[src/rtl/gmii_rx_frame_receiver_pkg.sv]
// gmii_rx_frame_receiver_pkg: GMII framing constants, CRC-32 constants and the shared FSM state encoding
package gmii_rx_frame_receiver_pkg;
    localparam logic [7:0]  GMII_PRE      = 8'h55;
    localparam logic [7:0]  GMII_SFD      = 8'hD5;
    localparam logic [31:0] CRC32_INIT    = 32'hFFFFFFFF;
    localparam logic [31:0] CRC32_RESIDUE = 32'hC704DD7B;
    localparam logic [31:0] CRC32_POLY    = 32'h04C11DB7;
    typedef enum logic [2:0] {IDLE, PRE, DATA, END, DROP} state_t;
endpackage

[src/rtl/gmii_rx_frame_receiver_if.sv]
// gmii_rx_frame_receiver_if: GMII RX pins plus the received byte stream, status strobes and counters
interface gmii_rx_frame_receiver_if #(
    parameter int CNT_W = 16
);
    logic [7:0]       gmii_rxd;
    logic             gmii_rx_dv;
    logic             gmii_rx_er;
    logic [7:0]       rx_data;
    logic             rx_valid;
    logic             rx_sof;
    logic             rx_done;
    logic             rx_good;
    logic [CNT_W-1:0] frame_cnt;
    logic [CNT_W-1:0] err_cnt;
    modport master (
        input  gmii_rxd, gmii_rx_dv, gmii_rx_er,
        output rx_data, rx_valid, rx_sof, rx_done, rx_good, frame_cnt, err_cnt
    );
    modport slave (
        output gmii_rxd, gmii_rx_dv, gmii_rx_er,
        input  rx_data, rx_valid, rx_sof, rx_done, rx_good, frame_cnt, err_cnt
    );
endinterface

[src/rtl/gmii_rx_frame_receiver_crc32_d8.sv]
// gmii_rx_frame_receiver_crc32_d8: next CRC-32 state for one byte fed LSB first
module gmii_rx_frame_receiver_crc32_d8
    import gmii_rx_frame_receiver_pkg::*;
(
    input  logic [31:0] crc,
    input  logic [7:0]  data,
    output logic [31:0] crc_next
);
    // MSB-first register with LSB-first data: equals the reflected CRC bit-reversed, so a good frame leaves C704DD7B
    always_comb begin
        crc_next = crc;
        for (int i = 0; i < 8; i++)
            crc_next = {crc_next[30:0], 1'b0} ^ ((crc_next[31] ^ data[i]) ? CRC32_POLY : 32'h0);
    end
endmodule

[src/rtl/gmii_rx_frame_receiver.sv]
// gmii_rx_frame_receiver: strips preamble/SFD, checks FCS and length, streams the frame without its FCS
module gmii_rx_frame_receiver
    import gmii_rx_frame_receiver_pkg::*;
#(
    parameter int MIN_FRAME = 64,
    parameter int MAX_FRAME = 1518,
    parameter int CNT_W     = 16
) (
    input  logic clk,
    input  logic rst_n,
    gmii_rx_frame_receiver_if.master bus
);
    localparam int LEN_W = $clog2(MAX_FRAME + 2);
    localparam logic [CNT_W-1:0] CNT_MAX = '1;

    state_t           state;
    logic [7:0]       rxd_q;
    logic             dv_q;
    logic             er_q;
    logic [31:0]      crc;
    logic [31:0]      crc_next;
    logic [LEN_W-1:0] len;
    logic             bad;
    logic             first;
    logic [3:0][7:0]  dly;
    logic [2:0]       fill;
    logic             good;

    gmii_rx_frame_receiver_crc32_d8 u_crc (.crc(crc), .data(rxd_q), .crc_next(crc_next));

    assign good = !bad && crc == CRC32_RESIDUE && len >= LEN_W'(MIN_FRAME) && len <= LEN_W'(MAX_FRAME);

    // Register the PHY pins once; everything downstream works on these copies
    always_ff @(posedge clk) begin
        if (!rst_n) begin
            rxd_q <= '0;
            dv_q  <= 1'b0;
            er_q  <= 1'b0;
        end else begin
            rxd_q <= bus.gmii_rxd;
            dv_q  <= bus.gmii_rx_dv;
            er_q  <= bus.gmii_rx_er;
        end
    end

    // Frame FSM; the 4-byte delay line holds back the FCS so it is never emitted
    always_ff @(posedge clk) begin
        if (!rst_n) begin
            state         <= IDLE;
            crc           <= CRC32_INIT;
            len           <= '0;
            bad           <= 1'b0;
            first         <= 1'b0;
            dly           <= '0;
            fill          <= '0;
            bus.rx_data   <= '0;
            bus.rx_valid  <= 1'b0;
            bus.rx_sof    <= 1'b0;
            bus.rx_done   <= 1'b0;
            bus.rx_good   <= 1'b0;
            bus.frame_cnt <= '0;
            bus.err_cnt   <= '0;
        end else begin
            bus.rx_valid <= 1'b0;
            bus.rx_sof   <= 1'b0;
            bus.rx_done  <= 1'b0;
            bus.rx_good  <= 1'b0;
            case (state)
                IDLE: if (dv_q) state <= (rxd_q == GMII_PRE) ? PRE : DROP;
                PRE: begin
                    if (!dv_q)
                        state <= IDLE;
                    else if (rxd_q == GMII_SFD) begin
                        state <= DATA;
                        len   <= '0;
                        crc   <= CRC32_INIT;
                        bad   <= 1'b0;
                        first <= 1'b1;
                        fill  <= '0;
                    end else if (rxd_q != GMII_PRE)
                        state <= DROP;
                end
                DATA: begin
                    if (dv_q) begin
                        crc <= crc_next;
                        len <= (len == LEN_W'(MAX_FRAME + 1)) ? len : len + 1'b1;
                        dly <= {dly[2:0], rxd_q};
                        bad <= bad | er_q;
                        if (fill == 3'd4) begin
                            bus.rx_data  <= dly[3];
                            bus.rx_valid <= 1'b1;
                            bus.rx_sof   <= first;
                            first        <= 1'b0;
                        end else
                            fill <= fill + 1'b1;
                    end else
                        state <= END;
                end
                END: begin
                    bus.rx_done <= 1'b1;
                    bus.rx_good <= good;
                    if (good) begin
                        if (bus.frame_cnt != CNT_MAX) bus.frame_cnt <= bus.frame_cnt + 1'b1;
                    end else if (bus.err_cnt != CNT_MAX)
                        bus.err_cnt <= bus.err_cnt + 1'b1;
                    state <= (dv_q && rxd_q == GMII_PRE) ? PRE : IDLE;
                end
                DROP: begin
                    if (!dv_q) begin
                        if (bus.err_cnt != CNT_MAX) bus.err_cnt <= bus.err_cnt + 1'b1;
                        state <= IDLE;
                    end
                end
                default: state <= IDLE;
            endcase
        end
    end
endmodule

[src/flat_wrapper.sv]
// flat-port wrapper written by rule: the top's interface ports become plain ports
module gmii_rx_frame_receiver_flat import gmii_rx_frame_receiver_pkg::*;
#(
    parameter int MIN_FRAME = 64,
    parameter int MAX_FRAME = 1518,
    parameter int CNT_W     = 16
)
  (clk, rst_n, bus_gmii_rxd, bus_gmii_rx_dv, bus_gmii_rx_er, bus_rx_data, bus_rx_valid, bus_rx_sof, bus_rx_done, bus_rx_good, bus_frame_cnt, bus_err_cnt);
  gmii_rx_frame_receiver_if #(.CNT_W(CNT_W)) bus_i ();
  input  logic clk;
  input  logic rst_n;
  input wire logic [$bits(bus_i.gmii_rxd)-1:0] bus_gmii_rxd;
  input wire logic [$bits(bus_i.gmii_rx_dv)-1:0] bus_gmii_rx_dv;
  input wire logic [$bits(bus_i.gmii_rx_er)-1:0] bus_gmii_rx_er;
  output wire logic [$bits(bus_i.rx_data)-1:0] bus_rx_data;
  output wire logic [$bits(bus_i.rx_valid)-1:0] bus_rx_valid;
  output wire logic [$bits(bus_i.rx_sof)-1:0] bus_rx_sof;
  output wire logic [$bits(bus_i.rx_done)-1:0] bus_rx_done;
  output wire logic [$bits(bus_i.rx_good)-1:0] bus_rx_good;
  output wire logic [$bits(bus_i.frame_cnt)-1:0] bus_frame_cnt;
  output wire logic [$bits(bus_i.err_cnt)-1:0] bus_err_cnt;
  assign bus_i.gmii_rxd = bus_gmii_rxd;
  assign bus_i.gmii_rx_dv = bus_gmii_rx_dv;
  assign bus_i.gmii_rx_er = bus_gmii_rx_er;
  assign bus_rx_data = bus_i.rx_data;
  assign bus_rx_valid = bus_i.rx_valid;
  assign bus_rx_sof = bus_i.rx_sof;
  assign bus_rx_done = bus_i.rx_done;
  assign bus_rx_good = bus_i.rx_good;
  assign bus_frame_cnt = bus_i.frame_cnt;
  assign bus_err_cnt = bus_i.err_cnt;
  gmii_rx_frame_receiver #(.MIN_FRAME(MIN_FRAME), .MAX_FRAME(MAX_FRAME), .CNT_W(CNT_W)) u_core (.clk(clk), .rst_n(rst_n), .bus(bus_i));
endmodule
[config.mk]
export PLATFORM = sky130hd
export DESIGN_NAME = gmii_rx_frame_receiver_flat
export DESIGN_NICKNAME = d
export VERILOG_FILES = /design/src/rtl/gmii_rx_frame_receiver_pkg.sv /design/src/rtl/gmii_rx_frame_receiver_if.sv /design/src/rtl/gmii_rx_frame_receiver_crc32_d8.sv /design/src/rtl/gmii_rx_frame_receiver.sv /design/src/flat_wrapper.sv
export SDC_FILE = /design/constraint.sdc
export NUM_CORES = 1
export LEC_CHECK = 0
export CAP_MARGIN = 20
export CORE_AREA = 8 8 118 120
export DETAILED_ROUTE_END_ITERATION = 7
export DIE_AREA = 0 0 126 128
export GPL_ROUTABILITY_DRIVEN = 0
export PLACE_DENSITY = 0.84
export SYNTH_ARGS = -nofsm -noshare
export SYNTH_HDL_FRONTEND = slang
export SYNTH_SLANG_ARGS = --single-unit
[constraint.sdc]
create_clock -name clk -period 2.2 [get_ports clk]
set_input_delay 0.44 -clock clk [delete_from_list [all_inputs] [get_ports clk]]
set_output_delay 0.44 -clock clk [all_outputs]
set_load 0.1 [all_outputs]
==> metrics.txt <==
share of post-route cells with drive strength above 1 a little under a quarter; DR vias/cell 5.54; largest net degree at the start of global routing 60; Post-DP HPWL a little over 10000 µm; Layout Area Growth over Synthesis 26.4%; Final min period 2160 ps; DR WL/cell 15.7 µm; status finished clean; worst r2r dst u_core.bus.frame_cnt[8]; RSZ-0062 raised after global routing true; Max VDD drop slightly below 0.7 mV; final hold violations 0; Post-Place Worst Slack 21.4 ps; post-synthesis sequential area ratio 44.6%; post-route clock period utilization roughly 98%; Post-synth EDFFs 0; element type at the critical path start register; P_int 4.43 mW; via count 5357; slowest CP cell or4b_4; Slew HR about two thirds; Mean Syn Cell Area 8.58 µm²; Synth async-reset ratio 0%; Fillers 973; total grt overflow 0; R2R cell count 8; final worst slack 36.8 ps; PD cells between 700 and 800 nW/µm²; die area 16100 µm²; most frequent CP cell buf_6; clk buf depth 2; vias in the first global route 5106; clock root cell clkbuf_16; Top delay family on crit path simple AND/OR/NAND/NOR gates; # hold bufs at CTS 0; Crit Path Max Fanout 5; CTS tree built; final wirelength 15200 µm; Hold Path Class reg2reg; Final Skew about 6.0 ps; Routed Antenna Nets 0; die height between 100 and 150 µm; Crit path required time 2500 ps; static leakage 2.89 nW; flops & latches, synth 137; CP Data Arrival Time 2470 ps; die width 126 µm; Mapped Cells 716; GRT Total Usage 19.0%; Synth Flop Type dfxtp_1; Synth area leader dfxtp_1; WP buf/inv 2; setup TNS 0 ps; first-pass GRT wire length 25000 µm; Switching Fraction 22.1%; iteration-0 DRC count of the detailed router 476; row count 41; Diodes inserted 0; Synth Cell Area 6140 µm²; antenna violations before repair 0; area of the multi-input gates 3300 µm²; Final nets 823; Slew @ Worst Pin 480 ps; Synth cell types 50; core area 12200 µm²; final slew viol count 0; max cap viols 0; port bufs 55; commonest non-fill, non-tap cell in the layout nand2_1; ranking of synthesized cells by area dfxtp_1, nand2_1, xnor2_1; Initial Util 50.3%; net load switching power 1.25 mW; Hold EP u_core.bus.rx_data[3]; Hold Path Stages 2; min-delay src u_core.dly[27]; Gate power share under 10%; Register Area approximately 2800 µm²; clock sinks 137; worst-skew pair later-pin latency 420 ps; Yosys warning count 0; H-tree depth 4; share of the synthesized area in the top cell type 44.6%; drt pass-1 iters 5; most frequent cells in the layout nand2_1, dfxtp_1, buf_4; Clk pwr share between 40% and 50%; worst-path cell chain or4b_4 -> nor4_4 -> nand3_2 -> buf_6 -> nor3_4 -> buf_6 -> nand4_1 -> mux2i_1; Sequential Power Share between 40% and 50%; kind of end point of the critical path register; TritonCTS Buffers 17; drt drc 0; clk slew on worst S/H paths 50 ps; worst setup path category reg2reg; RR Startpoint u_core.crc[29]; peak per-stage delay on the critical path 550 ps; Peak Freq ~460 MHz; # setup viols final 0; Mapped Nets 734; R2R Setup Slk 40 ps; io pins 56
[flip-flops by register name, indices dropped and copies added (netlist names), 3 cells and up]
name / count
u_core.bus.err_cnt: 16
u_core.bus.frame_cnt: 16
u_core.bus.rx_data: 8
u_core.crc: 32
u_core.dly: 32
u_core.fill: 3
u_core.len: 11
u_core.rxd_q: 8
u_core.state: 3
[Yosys cell counts (all sizes together), types with 4 or more instances]
cell,number
a21oi,70
and2,12
and3,12
and4,8
buf,7
clkbuf,28
dfxtp,137
ha,6
inv,13
mux2i,5
nand2,129
nand2b,4
nand3,22
nand4,12
nand4b,4
nor2,40
nor3,14
nor4,10
o211ai,6
o21ai,27
o22ai,15
or2,4
or3,15
or4,5
xnor2,58
xor2,22
[cells by family (layout without fill, tap and decap cells)]
group	Yosys count	in the layout	share of synthesized area, %
AO/OA/AOI/OAI	134	134	12.1
XOR/XNOR	83	83	13.3
adder cells (fa/ha/maj)	6	6	1.22
buffers and inverters	48	149	3.14
flip-flops	137	137	44.6
multiplexers	5	5	0.815
AND/OR/NAND/NOR	303	303	24.8
[timing repair]
action / CTS / global route
resized for setup: 0 / 23
pin swaps: 1 / 7
setup buffers: 2 / 2
endpoints found under the setup margin: 1 / 40
[power by group through the flow]
stage | combinational, mW | sequential (mW) | clock [mW]
finish | 0.415 | 2.50 | 2.76
global route | 0.442 | 2.50 | 2.89
CTS | 0.402 | 2.50 | 2.79
detailed placement | 0.396 | 2.55 | 0
global placement | 0.390 | 2.55 | 0
floorplan | 0.264 | 2.56 | 0
[area by class of cell]
class                   instances  area share (%)
well taps                     150            2.42
flip-flops and latches        137            35.9
multi-input cells             531            42.5
clock inverters                 8            1.22
inverters                      13           0.628
clock buffers                  23            6.15
repair buffers                105            11.1
[worst max path at each step]
stage	startpoint	to	cells after the start
floorplan	u_core.bus.err_cnt[14]	u_core.bus.err_cnt[0]	7
global placement	u_core.state[1]	u_core.len[10]	6
detailed placement	u_core.state[1]	u_core.len[10]	6
CTS	u_core.state[1]	u_core.len[10]	6
global route	u_core.len[0]	u_core.bus.err_cnt[9]	9
finish	u_core.crc[29]	u_core.bus.frame_cnt[8]	8
[per-stage QoR]
| stage | hold WS, ps | instances | utilization [%] | total power [mW] | cell area [µm²] |
|---|---|---|---|---|---|
| 2_1_floorplan | 428 | 716 | - | 2.82 | 6190 |
| 3_3_place_gp | 439 | 932 | 57.8 | 2.94 | 7060 |
| 3_5_place_dp | 443 | 932 | 57.8 | 2.95 | 7060 |
| 4_1_cts | 451 | 965 | 62.6 | 5.69 | 7650 |
| 5_1_grt | 456 | 967 | 63.6 | 5.83 | 7770 |
| 6_report | 451 | 967 | 63.6 | 5.68 | 7770 |
[worst register-to-register path, delay by kind of cell, from the launching register on]
kind                   cells  cell delay (ps)
and+or+nand+nor            5             1320
DFF                        1              310
buffers and inverters      2              300
muxes                      1              130
[routing by layer]
layer / wire (µm) / part of all wire (%) / track usage [%] / vias up
met4: 254 / 1.7 / 7.29 / 0
met1: 6850 / 45 / 23.7 / 2479
met3: 1010 / 6.6 / 5.32 / 26
li1: - / - / - / 2657
met5: 0 / 0 / 0 / -
met2: 7090 / 47 / 30.6 / 195
Note: power is estimated with default switching activity, not from simulation.
